--- config.mk ---
export PLATFORM = sky130hd
export DESIGN_NAME = pc_seq_ctrl
export DESIGN_NICKNAME = d
export VERILOG_FILES = /design/src/rtl/pc_seq_ctrl.sv
export SDC_FILE = /design/constraint.sdc
export NUM_CORES = 1
export LEC_CHECK = 0
export CAP_MARGIN = 20
export CORE_MARGIN = 1
export CORE_UTILIZATION = 46
export CTS_CLUSTER_DIAMETER = 100
export CTS_CLUSTER_SIZE = 40
export DETAILED_ROUTE_END_ITERATION = 10
export GPL_ROUTABILITY_DRIVEN = 0
export PLACE_DENSITY_LB_ADDON = 0.15
export SETUP_SLACK_MARGIN = 0.15
export SLEW_MARGIN = 10
export SYNTH_ARGS = -nofsm -noshare
export SYNTH_HDL_FRONTEND = slang
export SYNTH_SLANG_ARGS = --single-unit
--- constraint.sdc ---
create_clock -name clk_i -period 2.8 [get_ports clk_i]
set_input_delay 0.28 -clock clk_i [delete_from_list [all_inputs] [get_ports clk_i]]
set_output_delay 0.28 -clock clk_i [all_outputs]
set_load 0.02 [all_outputs]
--- src/rtl/pc_seq_ctrl.sv ---
// Program counter sequencer: owns the PC and a fetch/execute/interrupt FSM,
// arbitrating return > branch > increment and vectoring into interrupts.
module pc_seq_ctrl #(
  parameter int                  PC_WIDTH = 10,
  parameter logic [PC_WIDTH-1:0] INT_VEC  = 10'h3FF,
  parameter logic [PC_WIDTH-1:0] RST_VEC  = 10'h000
) (
  input  logic                clk_i,
  input  logic                rst_i,
  input  logic                br_req_i,
  input  logic                ret_req_i,
  input  logic                int_req_i,
  input  logic                int_en_i,
  input  logic                stall_i,
  input  logic [PC_WIDTH-1:0] from_immed_i,
  input  logic [PC_WIDTH-1:0] from_stack_i,
  output logic [1:0]          pc_mux_sel_o,
  output logic                pc_ld_o,
  output logic                pc_inc_o,
  output logic [PC_WIDTH-1:0] pc_count_o,
  output logic                int_ack_o,
  output logic [PC_WIDTH-1:0] int_ret_pc_o
);

  typedef enum logic [1:0] {S_INIT, S_FETCH, S_EXEC, S_INTR} state_e;

  localparam logic [1:0] SEL_IMMED = 2'b00;
  localparam logic [1:0] SEL_STACK = 2'b01;
  localparam logic [1:0] SEL_INT   = 2'b10;
  localparam logic [1:0] SEL_RST   = 2'b11;

  state_e              state_q, state_d;
  logic [PC_WIDTH-1:0] pc_q, pc_d;
  logic [PC_WIDTH-1:0] iret_q, iret_d;
  logic                int_take;

  assign int_take = int_req_i & int_en_i;

  always_ff @(posedge clk_i) begin
    if (rst_i) state_q <= S_INIT;
    else       state_q <= state_d;
  end

  always_comb begin
    state_d = state_q;
    case (state_q)
      S_INIT:  state_d = S_FETCH;
      S_FETCH: state_d = stall_i ? S_FETCH : S_EXEC;
      S_EXEC:  state_d = int_take ? S_INTR : S_FETCH;
      S_INTR:  state_d = S_FETCH;
      default: state_d = S_INIT;
    endcase
  end

  always_comb begin
    pc_mux_sel_o = SEL_IMMED;
    pc_ld_o      = 1'b0;
    pc_inc_o     = 1'b0;
    int_ack_o    = 1'b0;
    case (state_q)
      S_INIT: begin
        pc_mux_sel_o = SEL_RST;
        pc_ld_o      = 1'b1;
      end
      S_EXEC: begin
        if (ret_req_i) begin
          pc_mux_sel_o = SEL_STACK;
          pc_ld_o      = 1'b1;
        end else if (br_req_i) begin
          pc_ld_o      = 1'b1;
        end else begin
          pc_inc_o     = 1'b1;
        end
      end
      S_INTR: begin
        pc_mux_sel_o = SEL_INT;
        pc_ld_o      = 1'b1;
        int_ack_o    = 1'b1;
      end
      default: ;
    endcase
  end

  // The return address saved on interrupt entry is the PC EXEC is writing,
  // so a branch/return target wins over the plain increment here too.
  always_comb begin
    pc_d   = pc_q;
    iret_d = iret_q;
    case (state_q)
      S_INIT: pc_d = RST_VEC;
      S_EXEC: begin
        if (ret_req_i)     pc_d = from_stack_i;
        else if (br_req_i) pc_d = from_immed_i;
        else               pc_d = pc_q + {{(PC_WIDTH-1){1'b0}}, 1'b1};
        if (int_take) iret_d = pc_d;
      end
      S_INTR: pc_d = INT_VEC;
      default: ;
    endcase
  end

  always_ff @(posedge clk_i) begin
    if (rst_i) begin
      pc_q   <= RST_VEC;
      iret_q <= '0;
    end else begin
      pc_q   <= pc_d;
      iret_q <= iret_d;
    end
  end

  assign pc_count_o   = pc_q;
  assign int_ret_pc_o = iret_q;

endmodule

After elaboration in Yosys (flattened, before gate mapping). Index checks and enable logic that the tools add are counted.

Flip-flop bits (word level): 22. Word-level logic and storage cells: 27.

Add/subtract/negate cells: 1. Eq/ne operators: 3. Muxes and demuxes: 15. Bitwise gates (word level): 1. Reductions and logical operators: 4.

Operators with widths (number): case mux 10 bit (3 select lines) (1); two-way mux 10 bit (2); case mux 2 bit (3 select lines) (2); adder 10 x 1 -> 10 bit, second input constant (1); two-way mux 1 bit (7); == test 2 bit, second input constant (2); two-way mux 2 bit (2); nonzero test 3 bit (1); == test 2 x 1 -> 1 bit, second input constant (1); zero test 2 bit (1); case mux 1 bit (2 select lines) (1); AND reduction 2 bit (1); OR reduction 2 bit (1); AND 1 bit (1).

Depth between registers and ports, before layout.
Depth in word-level cells: 4. Gate-level depth with buffers: 7. Gate-level depth less buffers: 6.

Least setup slack after synthesis. No wires, ideal clock.

Path kind: reg-to-reg. From: reg pc_q[0], in the netlist pc_count_o[0]. To: reg pc_q[8], in the netlist pc_count_o[8]. Data arrival time: 1474 ps. Data required time: 2669 ps. Slack: 1194 ps. Stages on the path, launching flop included: 7. Clock period less this slack: 1606 ps. Cell sequence: dfxtp_1 -> ha_1 -> nand2_1 -> nor3_2 -> xnor2_1 -> a222oi_1 -> o211ai_1.

Word-level cells in the longest chain between the ends: 4.

RTL lines: start: declaration (line 33) `logic [PC_WIDTH-1:0] pc_q, pc_d;`; start signal: assignment (line 107) `pc_q <= pc_d;`; adder 10 x 1 -> 10 bit (line 94) `else pc_d = pc_q + {{(PC_WIDTH-1){1'b0}}, 1'b1};`; two-way mux 10 bit (line 93) `else if (br_req_i) pc_d = from_immed_i;`; two-way mux 10 bit (line 92) `if (ret_req_i) pc_d = from_stack_i;`; case mux 10 bit (3 select lines) (line 89) `case (state_q)`.

Every way passes these cells. A chain may end at the register's enable or synchronous reset.

Worst setup path after layout.
From: reg state_q[0]. To: out pc_ld_o.

Word-level cells in the longest chain between the ends: 3. Elaborated cells on any way between the ends: 5. Classes of those cells: 2 x eq/ne; 1 x mux; 2 x reduce/logical.

RTL lines: start: declaration (line 32) `state_e state_q, state_d;`; start signal: assignment (line 41) `else state_q <= state_d;`; == test 2 bit / zero test 2 bit (equally long branches) (line 60) `case (state_q)`; OR reduction 2 bit (no line); case mux 1 bit (2 select lines) * (line 60); end: declaration (line 18) `output logic pc_ld_o,`.

Every way passes the cells marked *; elsewhere a longest branch is shown, timed or not.

==> reports/summary.md <==
For the pin with the worst max-slew slack, the measured transition is 0.627 ns. The run gives 0 as the post-CTS setup repair buffer count. In this run the horizontal extent of the chip is 55.3 um.

The Yosys step of the flow raised 0 warnings. The share of cells above drive strength 1 is 0.0853. The number of nets in the synthesized netlist is 196. The run gives 165 as the synthesized instance count. The instance count after placement with tap cells included is 237, and the number of nets at the end of the flow is 243. In the layout the commonest cells are clkdlybuf4s50_1, dfxtp_1, nor2_1. The timing-limited maximum frequency was 410 MHz; the per-cell via count in the routed design was 5.70. In the synthesized netlist the dominant register cell turns out to be dfxtp_1. The vertical die dimension came out at 55.3 um. In this run the remaining antenna-violating nets after routing total 0.

The logs give 0 for the number of slew-limit violations in the final report and 52 for the I/O pin count. The logs give 0.0562 for the met3 usage and 1373 for the routed via count. At the worst endpoint, the arrival time is 2.16 ns.

The gate family responsible for the most delay along the worst path is buffers and inverters. The tools report the number of global-route vias before repair as 1386. The required time of the critical path was 2.52 ns; the count of port buffers added during placement was 51.

Entering global routing, the biggest net connects 20 pins. The number of antenna violations at the first check in global routing is 0. Type of element capturing the critical path: an output port. The launching element type of the critical path is a flop. Setup repair after global routing left no endpoint under its margin. The clock sink total was 22.

The number of hold buffers added after CTS was 0. The worst path needs 2.44 ns of the cycle, external delays included. The first routing iteration left 38 violations. The tools report the first-pass GRT wire length as 6080 um. The floorplan has 18 rows.

The run gives 0.581 as the worst max-slew margin expressed relative to the limit. The final count of hold timing violations was 0. The tools report the root cell of the clock tree as clkbuf_4. The tools report the met2 track demand over resource in global routing as 0.432.

For the portion of the post-synthesis area used by sequential elements, the log shows 0.337. Counting along the longest clock path gives a buffer depth of 2. Clock-pin slew was measured on the worst setup and hold paths at 0.12 ns. Along the worst path, the maximum fanout reaches 14.

TritonCTS created 3 clock buffers. The post-synthesis instance area was 1310 um^2. The tightest min-delay check is of the flop to flop type. Setup violations remaining at the end of the flow were counted as 0. For this run, the number of standard cells in the final layout without fillers is 241. Critical path's slowest cell: clkdlybuf4s50_1. 0 antenna diodes ended up in the layout. The global routing's busiest layer is met2. Relative to the synthesized area, the layout overhead comes to 42.7%.

The initial cell density of the core is 0.505. The average size of a mapped cell was 7.93 um^2; the share of flip-flops with an asynchronous set or reset after synthesis was 0. The flow ran to the end, and the final reports show no timing, DRC or antenna violations.

The residual DRC count was 0. The critical path goes through inv_1 > ha_1 > a21oi_1 > nor2_1 > clkdlybuf4s50_1. The flip-flop and latch count after synthesis came out at 22.

The type of the worst setup path is flop to output port. Adding up every negative setup slack in the final design gives 0 ns. The max-cap violation count came out at 0.

For this run the aggregate overflow at the end of global routing stands at 0. The total power divided by cell area was 418 nW/um^2; the post-route clock period utilization was 0.870. For the routing usage on met1, the log shows 0.284. In this run, synthesis inferred 0 flip-flops with an integrated enable.

Number of iterations in the first detailed-routing pass: 4. The largest single stage delay on the critical path is 0.62 ns. The half-perimeter wire length after detailed placement was 2710 um.

Global routing usage summed across all routing layers: 0.243. The logs give 724 uV for the worst vdd rail ir drop and 3670 um for the total wire length. The detailed-route wire length per cell was 15.2 um.

TritonCTS built the clock tree. Synthesis instantiated 45 different standard cells from the library. After clock tree synthesis, the repair step resized 0 gates. The leading cell type in the layout, fill and taps excluded was clkdlybuf4s50_1. For the core area, the log shows 2590 um^2.

The clock skew was 0.0144 ns; the critical path buffer and inverter count was 2. The H-tree level count came out at 1. The clock reaches the later pin of the worst-skew pair after 0.32 ns. The tools report the die footprint as 3060 um^2. The analysis attributes to cell leakage a power of 0.000711 uW.
==> cell usage after synthesis (3+ instances only) <==
cell type	n	area [um^2]
dfxtp_1	22	440
nor2_1	15	56.3
a21oi_1	13	65.1
nand2_1	11	41.3
inv_1	9	33.8
o21ai_0	9	45.0
nand3_1	8	40.0
clkbuf_1	6	22.5
nor2b_1	6	37.5
nor3_1	5	25.0
ha_1	4	50.1
a211oi_1	3	22.5
and2_1	3	18.8
buf_2	3	15.0
o211ai_1	3	22.5
o21ai_1	3	15.0
xnor2_1	3	26.3
==> area by class of cell <==
type	count	area [um^2]
fillers	222	722
clock buffers	3	22.5
inverters	11	41.3
well taps	30	37.5
clock inverters	1	30.0
repair buffers	52	518
flip-flops and latches	22	440
multi-input cells	122	778
==> path summary, 6_finish.rpt <==
kind | to | from | slack (ns) | cells after the start
worst max-delay path | pc_ld_o | state_q[0] | 0.36 | 5
worst min-delay path | int_ret_pc_o[0] | int_ret_pc_o[0] | 0.47 | 2
worst max register to register | int_ret_pc_o[3] | state_q[0] | 0.91 | 4
worst min register to register | int_ret_pc_o[0] | int_ret_pc_o[0] | 0.47 | 2
==> logic make-up after synthesis <==
family / after synthesis / synth area share
and+or+nand+nor: 66 / 0.281
AOI/OAI and AO/OA: 44 / 0.218
buffers and inverters: 21 / 0.0688
xor gates and xnor gates: 5 / 0.0335
adders and majority gates: 4 / 0.0382
muxes: 3 / 0.0239
DFF: 22 / 0.337
==> where the power goes <==
part | leakage [uW] | internal [uW] | total [uW] | switching [uW]
logic | 0.000504 | 94.9 | 188 | 93.3
registers | 0.000179 | 326 | 342 | 16.4
clock network | 0.0000279 | 145 | 251 | 107
total | 0.000711 | 565 | 781 | 216
==> state kept, by name (all words and copies together) (netlist names) <==
register	cells
int_ret_pc_o	10
state_q	2
pc_count_o	10
==> layer usage <==
layer	routed length, um	vias to the layer above
met2	1860	57
met1	1530	635
met3	245	4
met4	36	0
li1	-	677
met5	0	-
==> tightest hold or removal path: stages, from the launching register on <==
cell and delay, ns:
dfxtp_1 0.33, nand2_1 0.05, a21oi_1 0.05
==> per-stage QoR <==
step	instance area (um^2)	hold WS, ns	total power, uW	util	setup WS [ns]
global placement	1820	0.446	530	0.701	0.502
floorplan	1310	0.357	447	-	1.19
detailed placement	1820	0.449	535	0.701	0.390
finish	1870	0.467	781	0.721	0.363
CTS	1870	0.467	780	0.721	0.368
global route	1870	0.488	811	0.721	0.255
(Power assumes the default switching activity.)
